`src/rtl/pipe_hazard_ctrl_pkg.sv`:
```
// Shared sequencer state encodings and small decode helpers for the hazard controller.
package pipe_hazard_ctrl_pkg;

    typedef logic [1:0] ctrl_state_t;

    localparam ctrl_state_t CTRL_RUN      = 2'd0;
    localparam ctrl_state_t CTRL_MEM_WAIT = 2'd1;
    localparam ctrl_state_t CTRL_REDIRECT = 2'd2;

    // True when a used source register names the destination of the load in EX.
    function automatic logic src_match(input logic used, input logic [4:0] rs,
                                       input logic [4:0] rd);
        return used && (rs == rd);
    endfunction

endpackage

```
`src/rtl/pipe_stall_cnt.sv`:
```
// Free-running enable counter used as the stall-cycle performance counter; wraps silently.
module pipe_stall_cnt #(
    parameter int unsigned CNT_W = 32
) (
    input  logic             clk,
    input  logic             rst,
    input  logic             en,
    output logic [CNT_W-1:0] cnt
);

    // Count one per enabled cycle.
    always_ff @(posedge clk or posedge rst) begin
        if (rst) begin
            cnt <= '0;
        end else if (en) begin
            cnt <= cnt + CNT_W'(1);
        end
    end

endmodule

```
`src/rtl/pipe_hazard_ctrl.sv`:
```
// Pipeline sequencer: turns load-use, redirect and slow-memory hazards into per-stage
// hold/flush controls and a PC redirect, and counts cycles in which the PC is held.
module pipe_hazard_ctrl
    import pipe_hazard_ctrl_pkg::*;
#(
    parameter int unsigned REDIRECT_CYC = 1,
    parameter int unsigned MEM_TIMEOUT  = 255,
    parameter int unsigned CNT_W        = 32
) (
    input  logic             clk,
    input  logic             rst,
    input  logic [4:0]       id_rs1_addr,
    input  logic [4:0]       id_rs2_addr,
    input  logic             id_rs1_used,
    input  logic             id_rs2_used,
    input  logic             ex_mem_re,
    input  logic [4:0]       ex_rd_addr,
    input  logic             ex_jump_en,
    input  logic [31:0]      ex_jump_addr,
    input  logic             dmem_req,
    input  logic             dmem_ack,
    output logic             hold_pc,
    output logic             hold_if_id,
    output logic             hold_id_ex,
    output logic             hold_ex_mem,
    output logic             flush_if_id,
    output logic             flush_id_ex,
    output logic             flush_mem_wb,
    output logic             jump_en_o,
    output logic [31:0]      jump_addr_o,
    output logic             mem_err,
    output logic [CNT_W-1:0] stall_cnt
);

    localparam int unsigned WAIT_W = (MEM_TIMEOUT > 1) ? $clog2(MEM_TIMEOUT + 1) : 1;

    ctrl_state_t       state_q, state_d;
    logic [1:0]        rcnt_q, rcnt_d;
    logic [WAIT_W-1:0] wait_q, wait_d;
    logic              mem_err_q, mem_err_d;

    logic mem_stall, jump_take, load_use, wait_last;

    // Hazard detection in priority order. The cycle after a timeout (mem_err high) never
    // stalls, so the abandoned access can leave MEM.
    always_comb begin
        mem_stall = !mem_err_q && !dmem_ack && (dmem_req || (state_q == CTRL_MEM_WAIT));
        jump_take = ex_jump_en && !mem_stall;
        load_use  = !mem_stall && !jump_take && ex_mem_re && (ex_rd_addr != 5'd0) &&
                    (src_match(id_rs1_used, id_rs1_addr, ex_rd_addr) ||
                     src_match(id_rs2_used, id_rs2_addr, ex_rd_addr));
        wait_last = (MEM_TIMEOUT != 0) && (32'(wait_q) == MEM_TIMEOUT - 1);
    end

    // Stage controls; a load-use in a redirect tail holds IF/ID instead of flushing it and
    // postpones that bubble by one cycle.
    always_comb begin
        hold_pc      = 1'b0;
        hold_if_id   = 1'b0;
        hold_id_ex   = 1'b0;
        hold_ex_mem  = 1'b0;
        flush_if_id  = 1'b0;
        flush_id_ex  = 1'b0;
        flush_mem_wb = 1'b0;
        jump_en_o    = 1'b0;
        jump_addr_o  = 32'd0;
        if (!rst) begin
            jump_addr_o = ex_jump_addr;
            if (mem_stall) begin
                hold_pc      = 1'b1;
                hold_if_id   = 1'b1;
                hold_id_ex   = 1'b1;
                hold_ex_mem  = 1'b1;
                flush_mem_wb = 1'b1;
            end else if (jump_take) begin
                jump_en_o   = 1'b1;
                flush_if_id = 1'b1;
                flush_id_ex = 1'b1;
            end else if (load_use) begin
                hold_pc     = 1'b1;
                hold_if_id  = 1'b1;
                flush_id_ex = 1'b1;
            end else if (rcnt_q != 2'd0) begin
                flush_if_id = 1'b1;
            end
        end
    end

    // Next-state: the redirect counter is frozen across a memory stall so the remaining
    // IF/ID bubbles are still issued once memory releases.
    always_comb begin
        state_d   = state_q;
        rcnt_d    = rcnt_q;
        wait_d    = wait_q;
        mem_err_d = 1'b0;
        if (mem_stall) begin
            state_d = CTRL_MEM_WAIT;
            if (state_q != CTRL_MEM_WAIT) begin
                wait_d = '0;
            end else if (MEM_TIMEOUT != 0) begin
                if (wait_last) begin
                    state_d   = (rcnt_q != 2'd0) ? CTRL_REDIRECT : CTRL_RUN;
                    wait_d    = '0;
                    mem_err_d = 1'b1;
                end else begin
                    wait_d = wait_q + WAIT_W'(1);
                end
            end
        end else begin
            wait_d = '0;
            if (jump_take) begin
                rcnt_d  = 2'(REDIRECT_CYC);
                state_d = (REDIRECT_CYC != 0) ? CTRL_REDIRECT : CTRL_RUN;
            end else if (load_use) begin
                state_d = (rcnt_q != 2'd0) ? CTRL_REDIRECT : CTRL_RUN;
            end else if (rcnt_q != 2'd0) begin
                rcnt_d  = rcnt_q - 2'd1;
                state_d = (rcnt_q == 2'd1) ? CTRL_RUN : CTRL_REDIRECT;
            end else begin
                state_d = CTRL_RUN;
            end
        end
    end

    // Sequencer state registers.
    always_ff @(posedge clk or posedge rst) begin
        if (rst) begin
            state_q   <= CTRL_RUN;
            rcnt_q    <= 2'd0;
            wait_q    <= '0;
            mem_err_q <= 1'b0;
        end else begin
            state_q   <= state_d;
            rcnt_q    <= rcnt_d;
            wait_q    <= wait_d;
            mem_err_q <= mem_err_d;
        end
    end

    assign mem_err = mem_err_q;

    pipe_stall_cnt #(
        .CNT_W(CNT_W)
    ) u_stall_cnt (
        .clk(clk),
        .rst(rst),
        .en (hold_pc),
        .cnt(stall_cnt)
    );

endmodule

```
`config.mk`:
```
export PLATFORM = sky130hd
export DESIGN_NAME = pipe_hazard_ctrl
export DESIGN_NICKNAME = d
export VERILOG_FILES = /design/src/rtl/pipe_hazard_ctrl_pkg.sv /design/src/rtl/pipe_stall_cnt.sv /design/src/rtl/pipe_hazard_ctrl.sv
export SDC_FILE = /design/constraint.sdc
export NUM_CORES = 1
export LEC_CHECK = 0
export ABC_AREA = 1
export ABC_CLOCK_PERIOD_IN_PS = 4500
export CORE_ASPECT_RATIO = 0.75
export CORE_MARGIN = 4
export CORE_UTILIZATION = 46
export DETAILED_ROUTE_END_ITERATION = 16
export GPL_ROUTABILITY_DRIVEN = 0
export PLACE_DENSITY = 0.93
export SETUP_SLACK_MARGIN = 0.5
export SLEW_MARGIN = 30
export SYNTH_ARGS = -nofsm -noshare
export SYNTH_HDL_FRONTEND = slang
export SYNTH_HIERARCHICAL = 1
export SYNTH_SLANG_ARGS = --single-unit
```
`constraint.sdc`:
```
create_clock -name clk -period 4.5 [get_ports clk]
set_clock_uncertainty 0.1 [all_clocks]
set_input_delay 0.45 -clock clk [delete_from_list [all_inputs] [get_ports clk]]
set_output_delay 0.45 -clock clk [all_outputs]
set_load 0.03 [all_outputs]
```
==> results.yml, run 1 <==
setup_path:
  path_class: "primary input to primary output"
  worstPathArrival_ns: 2.69
  endpoint_kind: "primary output"
  reg2reg_slack_ns: 1.82
  required_ns: 3.95
  start_kind: "primary input"
  critPathMaxFanout: 6
cts:
  post-cts-setup-buffers: 0
  cts_tree: "yes"
  cts.clk_slew.worst_paths_ns: 0.08
  cts.sinks: 45
  clk_latency_ns: 0.30
  cts_resized: 0
  clockBufferDepth: 2
  tritoncts.num_buffers: 5
  h-tree-depth: 2
  hold_buffers: 0
  root_buffer: "clkbuf_8"
layout:
  final_util: 0.706
  drive_gt1_frac: 0.0876
  areaGrowthSynthToFinish_pct: 49.0
  num_antenna_cells: 0
  layout.nets: 607
  layoutNonFillerInstCount: 629
timing:
  fin_tns_setup_ns: 0
  final.hold.worst_slack_ns: 0.410
  period_share: 0.721
  setup_viol: 0
  slew_viol_final: 0
  rsz0062_at_grt: "no"
  finalHoldViolations: 0
  worst_pin_slew_ns: 0.555
  fmaxAchievable_mhz: 308
  worst_slew_margin_rel: 0.630
  period_minus_slack_ns: 3.24
yosys:
  synthTopCellsByArea: "dfrtp_1, nand2_1, inv_1, nor2_1, xor2_1"
  synth_top_cell_by_area: "dfrtp_1"
  synthDominantCellAreaShare: 0.376
  synth_flop_cell: "dfrtp_1"
  synth_seq_cells: 45
  synth_nets: 478
  synth_edf_count: 0
  synth_cells: 418
  postSynthAreaPerCell_um2: 7.16
  async_reset_ff_frac: 1.00
  yosysUniqueCellTypes: 33
  ys_seq_area_frac: 0.376
  ys_top_cells_by_count: "nand2_1, inv_1, nor2_1"
  synth_area_um2: 2990
  synth_warnings: 6
  post-synth-top-count-cell: "nand2_1"
detailed_routing:
  num_vias: 3018
  drt_pass1_iterations: 4
  via_per_inst: 4.80
  drt_iter0_drc: 159
  drcViolationCount: 0
  ant_nets: 0
  routed_wl_um: 8680
  wire_per_inst_um: 13.8
global_routing:
  grt_overflow: 0
  grt_max_degree: 28
  grt_pass1_wl_um: 14400
  first_global_vias: 2983
  gr-usage-all-layers: 0.228
  antenna_found_initial: 0
status:
  status: "complete, no violations"
pwr:
  power_density_nw_per_um2: 267
  p_leak_nw: 2.23
  max-vdd-ir-drop_mv: 0.154
floorplan:
  start_util: 0.474
  die_area_um2: 7870
  num_io_pins: 128
  die_x_um: 101
  die_y_um: 77.9
  coreArea_um2: 6320
  fp-row-count: 25
place:
  io_buffer_count: 127
  post-place-cells: 621
  hpwl_um: 6790
worst_hold_path:
  hold_path.class: "register to register"
run:
  maxCapViolCount: 0
## state kept, by name, indices dropped and copies added, names as in the netlist
register / cells
rcnt_q: 2
u_stall_cnt/cnt: 32
mem_err: 1
wait_q: 8
state_q: 2
## worst max-delay path, cell delays in order
cell             delay [ns]
clkdlybuf4s50_1        0.51
inv_1                  0.09
nand2_1                0.06
nand2_1                0.07
nor2_1                 0.09
nand3_1                0.08
nand2_1                0.08
nand2_2                0.09
a21oi_1                0.40
clkdlybuf4s50_1        0.77
## report_power, final
part / switching (mW) / internal (mW)
registers: 0.0383 / 0.440
logic: 0.223 / 0.170
clock network: 0.137 / 0.181
## routing by layer
layer / track usage / wire, µm / vias to the layer above
met2: 0.398 / 4470 / 79
met3: 0.0440 / 394 / 22
li1: - / - / 1496
met5: 0 / 0 / -
met1: 0.280 / 3590 / 1421
met4: 0.0744 / 220 / 0
## area by class of cell
type                            count  area (µm²)
Tap cell                           81         101
Sequential cell                    45        1130
Fill cell                         480        1860
Clock buffer                        7        86.3
Multi-Input combinational cell    281        1510
Clock inverter                      1        30.0
Inverter                           85         322
Timing Repair Buffer              129        1290
## cell families (layout without fill, tap and decap cells)
kind of cell / after synthesis / after routing / share of synthesized area
and+or+nand+nor: 244 / 244 / 0.393
muxes: 1 / 1 / 0.00376
AOI/OAI and AO/OA: 6 / 6 / 0.0125
DFF: 45 / 45 / 0.376
adders and majority gates: 5 / 5 / 0.0209
buffers and inverters: 92 / 222 / 0.120
xor gates and xnor gates: 25 / 25 / 0.0732
## cell usage in the layout, fill, tap and decap left out, types with 6 or more instances in the layout
cell             instances
clkdlybuf4s50_1        127
dfrtp_1                 45
nand3_1                 18
nand2_2                  9
xnor2_1                  8
inv_1                   81
nand2_1                104
nor2_1                  73
clkbuf_8                 6
nor2_4                   7
nand4_1                 12
xor2_1                  17
## stage by stage
step | instance area, µm² | setup slack, ns | power [mW]
3_5_place_dp | 4340 | 1.27 | 0.881
3_3_place_gp | 4340 | 1.33 | 0.864
5_1_grt | 4460 | 1.11 | 1.25
6_report | 4460 | 1.26 | 1.19
2_1_floorplan | 2990 | 1.70 | 0.708
4_1_cts | 4460 | 1.25 | 1.20
## final timing paths
kind                                                   end  depth (start not counted)             startpoint
setup / recovery                                hold_if_id                         10          ex_rd_addr[4]
hold / removal                       rcnt_q[1]$_DFFE_PP0P_                          2  rcnt_q[1]$_DFFE_PP0P_
setup reg to reg           u_stall_cnt/cnt[30]$_DFFE_PP0P_                         14   state_q[0]$_DFF_PP0_
hold reg to reg                      rcnt_q[1]$_DFFE_PP0P_                          2  rcnt_q[1]$_DFFE_PP0P_
max in group asynchronous              wait_q[3]$_DFF_PP0_                          3                    rst
min in group asynchronous   u_stall_cnt/cnt[9]$_DFFE_PP0P_                          2                    rst
No activity file was read; power rests on OpenSTA's default activity.
==> run 2: changes to the inputs <==
ABC_CLOCK_PERIOD_IN_PS = 3200   (was 4500)
CORE_UTILIZATION = 43   (was 46)
PLACE_DENSITY = 0.88   (was 0.93)
clock period = 3.2 ns   (was 4.5 ns; I/O delays follow)
==> run 2 against run 1 <==
Compared with the run above: via count unchanged; sequential share of layout area about the same; critical path depth fell by 2; clock power up 6%; cell count grew 0.64%; non-clock buffer count is 1 higher; critical endpoint is now jump_en_o; largest power group unchanged.
==> results.yml, run 2 (same netlist as run 1, synthesis figures left out) <==
status:
  status: "complete, no violations"
global_routing:
  grt_pass1_wl_um: 13700
  antenna_found_initial: 0
  grt_overflow: 0
  first_global_vias: 2957
  grt_max_degree: 33
  gr-usage-all-layers: 0.201
setup_path:
  required_ns: 2.78
  endpoint_kind: "primary output"
  slowest_delay_ns: 0.70
  cpMostUsedCell: "nand2_2"
  worstPathArrival_ns: 2.07
  path_class: "register to primary output"
  worstPathCellList: "nand2_2 -> nand2_2 -> nand2_4 -> inv_4 -> nor2_2 -> inv_2 -> nor2_1 -> clkdlybuf4s50_1"
  path_buf_inv: 3
  worstRegToRegCells: 14
  start_kind: "register"
  crit_slowest_cell: "clkdlybuf4s50_1"
  cp.depth: 8
  crit_family: "buffers and inverters"
  critPathMaxFanout: 5
layout:
  num_antenna_cells: 0
  fillCellCount: 526
  areaGrowthSynthToFinish_pct: 48.8
  final_cell_mix: "clkdlybuf4s50_1, nand2_1, inv_1, nor2_1, dfrtp_1"
  largest_register_ff_count: 32
  multi_input_area_um2: 1520
  layout.area.seq_um2: 1130
  layout.nets: 608
  finalInstanceArea_um2: 4450
  regMostFlops: "u_stall_cnt/cnt"
  drive_gt1_frac: 0.0874
  final_common_cell: "clkdlybuf4s50_1"
  top_regs: "u_stall_cnt/cnt (32), wait_q (8)"
cts:
  post-cts-setup-buffers: 0
  hold_buffers: 0
  cts_tree: "yes"
  h-tree-depth: 2
  tritoncts.num_buffers: 5
  cts.clk_slew.worst_paths_ns: 0.08
  root_buffer: "clkbuf_8"
  clockBufferDepth: 2
  cts.sinks: 45
  clk_latency_ns: 0.29
detailed_routing:
  via_per_inst: 4.77
  drcViolationCount: 0
  drt_iter0_drc: 163
  num_vias: 3018
  wire_per_inst_um: 13.5
  routed_wl_um: 8520
  ant_nets: 0
  drt_pass1_iterations: 5
floorplan:
  die_area_um2: 8370
  coreArea_um2: 6800
  num_io_pins: 128
  fp-row-count: 26
  die_y_um: 80.3
  die_x_um: 104
  start_util: 0.440
place:
  placed_cell_area_um2: 4360
  io_buffer_count: 127
  hpwl_um: 6980
timing:
  slew_viol_final: 0
  worst_pin_slew_ns: 0.663
  finalHoldViolations: 0
  rsz0062_at_grt: "no"
  fin_tns_setup_ns: 0
  period_minus_slack_ns: 2.49
  worst_slew_margin_rel: 0.557
  final.hold.worst_slack_ns: 0.360
  fmaxAchievable_mhz: 402
  setup_viol: 0
  period_share: 0.778
pwr:
  p_total_mw: 1.57
  pwr-share-comb: 0.354
  p_leak_nw: 2.26
  power.internal_mw: 1.01
  max-vdd-ir-drop_mv: 0.275
  seqPwrFrac: 0.431
  p_switching_mw: 0.555
  power_density_nw_per_um2: 352
  sw_frac_of_total: 0.354
  clock_power_share: 0.215
worst_hold_path:
  hold_path.class: "primary input to async pin"
run:
  maxCapViolCount: 0
[run 2: stage by stage]
stage	worst slack, ns	std cells	utilization
finish	0.711	633	0.655
global route	0.506	633	0.655
floorplan	0.695	418	-
CTS	0.559	633	0.653
detailed placement	0.356	625	0.641
global placement	0.431	625	0.641
[run 2: routing by layer]
| metal | routed length (µm) | up-vias | track usage |
|---|---|---|---|
| li1 | - | 1502 | - |
| met4 | 144 | 0 | 0.0584 |
| met2 | 4430 | 103 | 0.372 |
| met1 | 3490 | 1399 | 0.237 |
| met5 | 0 | - | 0 |
| met3 | 451 | 14 | 0.0402 |
[run 2: final cells by class]
| type | instances | area share |
|---|---|---|
| tap | 84 | 0.0236 |
| clock buffer | 7 | 0.0171 |
| timing repair buffer | 130 | 0.292 |
| clock inverter | 1 | 0.00169 |
| inverter | 85 | 0.0722 |
| multi-input combinational | 281 | 0.341 |
| sequential | 45 | 0.253 |
[run 2: worst reg2reg max path: cells and delay by family (launching register included)]
kind	cells	cell delay, ns
simple gates	12	1.46
flops	1	0.42
compound gates	2	0.31
[run 2: timing repair]
action                                 CTS  global route
setup endpoints to repair                2            28
endpoints found under the hold margin    0             0
gates resized for setup                  2             4
cloned                                   0             0
[run 2: power by group through the flow]
stage,clock network (mW),registers (mW),logic (mW)
3_3_place_gp,0,0.681,0.546
5_1_grt,0.371,0.683,0.596
4_1_cts,0.343,0.675,0.558
2_1_floorplan,0,0.735,0.261
6_report,0.337,0.675,0.555
3_5_place_dp,0,0.687,0.558
[run 2: worst paths after layout]
kind,endpoint,slack [ns],from
worst min register to register,rcnt_q[1]$_DFFE_PP0P_,0.40,rcnt_q[1]$_DFFE_PP0P_
min in group clk,rcnt_q[1]$_DFFE_PP0P_,0.40,rcnt_q[1]$_DFFE_PP0P_
worst max register to register,u_stall_cnt/cnt[26]$_DFFE_PP0P_,0.82,state_q[0]$_DFF_PP0_
worst min-delay path,u_stall_cnt/cnt[1]$_DFFE_PP0P_,0.36,rst
max in group asynchronous,wait_q[7]$_DFF_PP0_,2.21,rst
worst max-delay path,jump_en_o,0.71,state_q[0]$_DFF_PP0_
==> run 3: changes to the inputs <==
ABC_CLOCK_PERIOD_IN_PS = 2200   (was 3200)
CORE_UTILIZATION = 39   (was 43)
PLACE_DENSITY = 0.85   (was 0.88)
clock period = 2.2 ns   (was 3.2 ns; I/O delays follow)
==> run 3 against run 2 <==
Compared with the run above: power increased by 49%; sequential power increased by 47%; critical path depth increased by 6; clock-buffer cell count decreased by 1; hold slack improved by 0.046 ns; highest routed layer unchanged; worst setup slack got worse by 0.60 ns; global-route usage decreased by 0.68 points; first-iteration DRC count increased by 6.7%; cell count increased by 6.2%.
==> results.yml, run 3 (same netlist as run 1, synthesis figures left out) <==
cts:
  tritoncts.num_buffers: 5
  cts.clk_slew.worst_paths_ns: 0.08
  h-tree-depth: 2
  cts.sinks: 45
  clk_latency_ns: 0.29
  root_buffer: "clkbuf_8"
  cts_tree: "yes"
  clockBufferDepth: 2
setup_path:
  worstPathArrival_ns: 2.17
  endpoint_kind: "register"
  required_ns: 2.29
  worstPathCellList: "clkdlybuf4s50_1 -> nand2_1 -> nor2_1 -> nand3_1 -> nand2_1 -> nand2_2 -> a21oi_4 -> nand2_2 -> nor2_4 -> nand3_4 -> nor2_4 -> nand3_2 -> nand2_1 -> nand2_1"
  slowest_delay_ns: 0.45
  timing.rr.start: "state_q[0]$_DFF_PP0_"
  cpMostUsedCell: "nand2_1"
  startpoint: "id_rs2_used"
  crit_slowest_cell: "clkdlybuf4s50_1"
  start_kind: "primary input"
  path_class: "primary input to register"
  critPathMaxFanout: 5
timing:
  worst_slew_margin_rel: 0.663
  period_share: 0.948
  slew_viol_final: 0
  finalHoldViolations: 0
  final.hold.worst_slack_ns: 0.406
  worst_pin_slew_ns: 0.505
  setup_viol: 0
  period_minus_slack_ns: 2.09
  fin_ws_ns: 0.114
  fmaxAchievable_mhz: 479
  rsz0062_at_grt: "yes"
layout:
  largest_register_ff_count: 32
  drive_gt1_frac: 0.238
  layout.nets: 631
  regMostFlops: "u_stall_cnt/cnt"
  final_common_cell: "nand2_1"
  top_regs: "u_stall_cnt/cnt (32), wait_q (8)"
  layoutNonFillerInstCount: 672
  areaGrowthSynthToFinish_pct: 55.8
  num_antenna_cells: 0
  final_util: 0.630
  final_cell_mix: "nand2_1, inv_1, nor2_1, dlygate4sd2_1, dfrtp_1"
global_routing:
  gr-usage-all-layers: 0.194
  grt_max_degree: 33
  antenna_found_initial: 0
  grt_overflow: 0
  grt_pass1_wl_um: 14500
  first_global_vias: 3120
floorplan:
  fp-row-count: 27
  num_io_pins: 128
  die_area_um2: 9150
  die_x_um: 109
  die_y_um: 83.9
  start_util: 0.405
  coreArea_um2: 7400
pwr:
  p_total_mw: 2.33
  p_leak_nw: 2.61
  power_density_nw_per_um2: 500
  max-vdd-ir-drop_mv: 0.307
detailed_routing:
  drcViolationCount: 0
  drt_pass1_iterations: 5
  routed_wl_um: 9130
  via_per_inst: 4.75
  num_vias: 3193
  wire_per_inst_um: 13.6
  ant_nets: 0
  drt_iter0_drc: 174
run:
  maxCapViolCount: 0
place:
  dp_worst_setup_slack_ns: -0.344
  io_buffer_count: 127
  hpwl_um: 6950
  post-place-cells: 653
worst_hold_path:
  hold_path.class: "register to register"
  min_from: "wait_q[0]$_DFF_PP0_"
status:
  status: "complete, no violations"
==> run 3: critical path, delay by kind of cell <==
kind	cells	cell delay (ns)
buf+inv	1	0.45
compound gates	1	0.18
simple gates	12	1.32
==> run 3: per-layer routing <==
metal | global-route usage | wire [µm] | vias up
met4 | 0.0619 | 199 | 0
met5 | 0 | 0 | -
li1 | - | - | 1551
met1 | 0.243 | 3650 | 1482
met3 | 0.0387 | 648 | 20
met2 | 0.332 | 4630 | 140
==> run 3: path summary, 6_finish.rpt <==
| check | to | slack, ns | cells past startpoint |
|---|---|---|---|
| worst max register to register | u_stall_cnt/cnt[26]$_DFFE_PP0P_ | 0.12 | 14 |
| min in group asynchronous | u_stall_cnt/cnt[1]$_DFFE_PP0P_ | 0.46 | 4 |
| worst min register to register | wait_q[0]$_DFF_PP0_ | 0.41 | 1 |
| max in group asynchronous | mem_err$_DFF_PP0_ | 1.07 | 4 |
| worst max-delay path | u_stall_cnt/cnt[26]$_DFFE_PP0P_ | 0.11 | 14 |
| worst min-delay path | wait_q[0]$_DFF_PP0_ | 0.41 | 1 |
==> run 3: cell type report <==
type | instances | area [µm²]
inverter | 85 | 324
tap | 101 | 126
timing repair buffer | 152 | 1330
fill | 589 | 2740
clock buffer | 6 | 72.6
multi-input combinational | 282 | 1680
sequential | 45 | 1130
clock inverter | 1 | 5.00
==> run 3: power breakdown <==
group          switching (mW)  leakage [nW]  total [mW]  internal (mW)
registers              0.0942         0.597       0.994          0.900
clock network           0.266        0.0410       0.482          0.216
logic                   0.502          1.98       0.853          0.351
==> run 3: metrics by stage <==
| step | setup TNS [ns] | area [µm²] |
|---|---|---|
| 6_report | 0 | 4660 |
| 5_1_grt | -0.118 | 4660 |
| 4_1_cts | 0 | 4630 |
| 3_5_place_dp | -5.77 | 4500 |
| 3_3_place_gp | -1.93 | 4500 |
| 2_1_floorplan | -0.222 | 3050 |
==> run 3: what timing repair did <==
| action | 4_1_cts | 5_1_grt |
|---|---|---|
| pin swaps | 18 | 16 |
| hold buffers | 0 | 0 |
| resized for setup | 101 | 79 |
| cloned | 1 | 0 |
| endpoints found under the setup margin | 103 | 70 |
| endpoints found under the hold margin | 0 | 0 |
| buffers inserted | 8 | 3 |
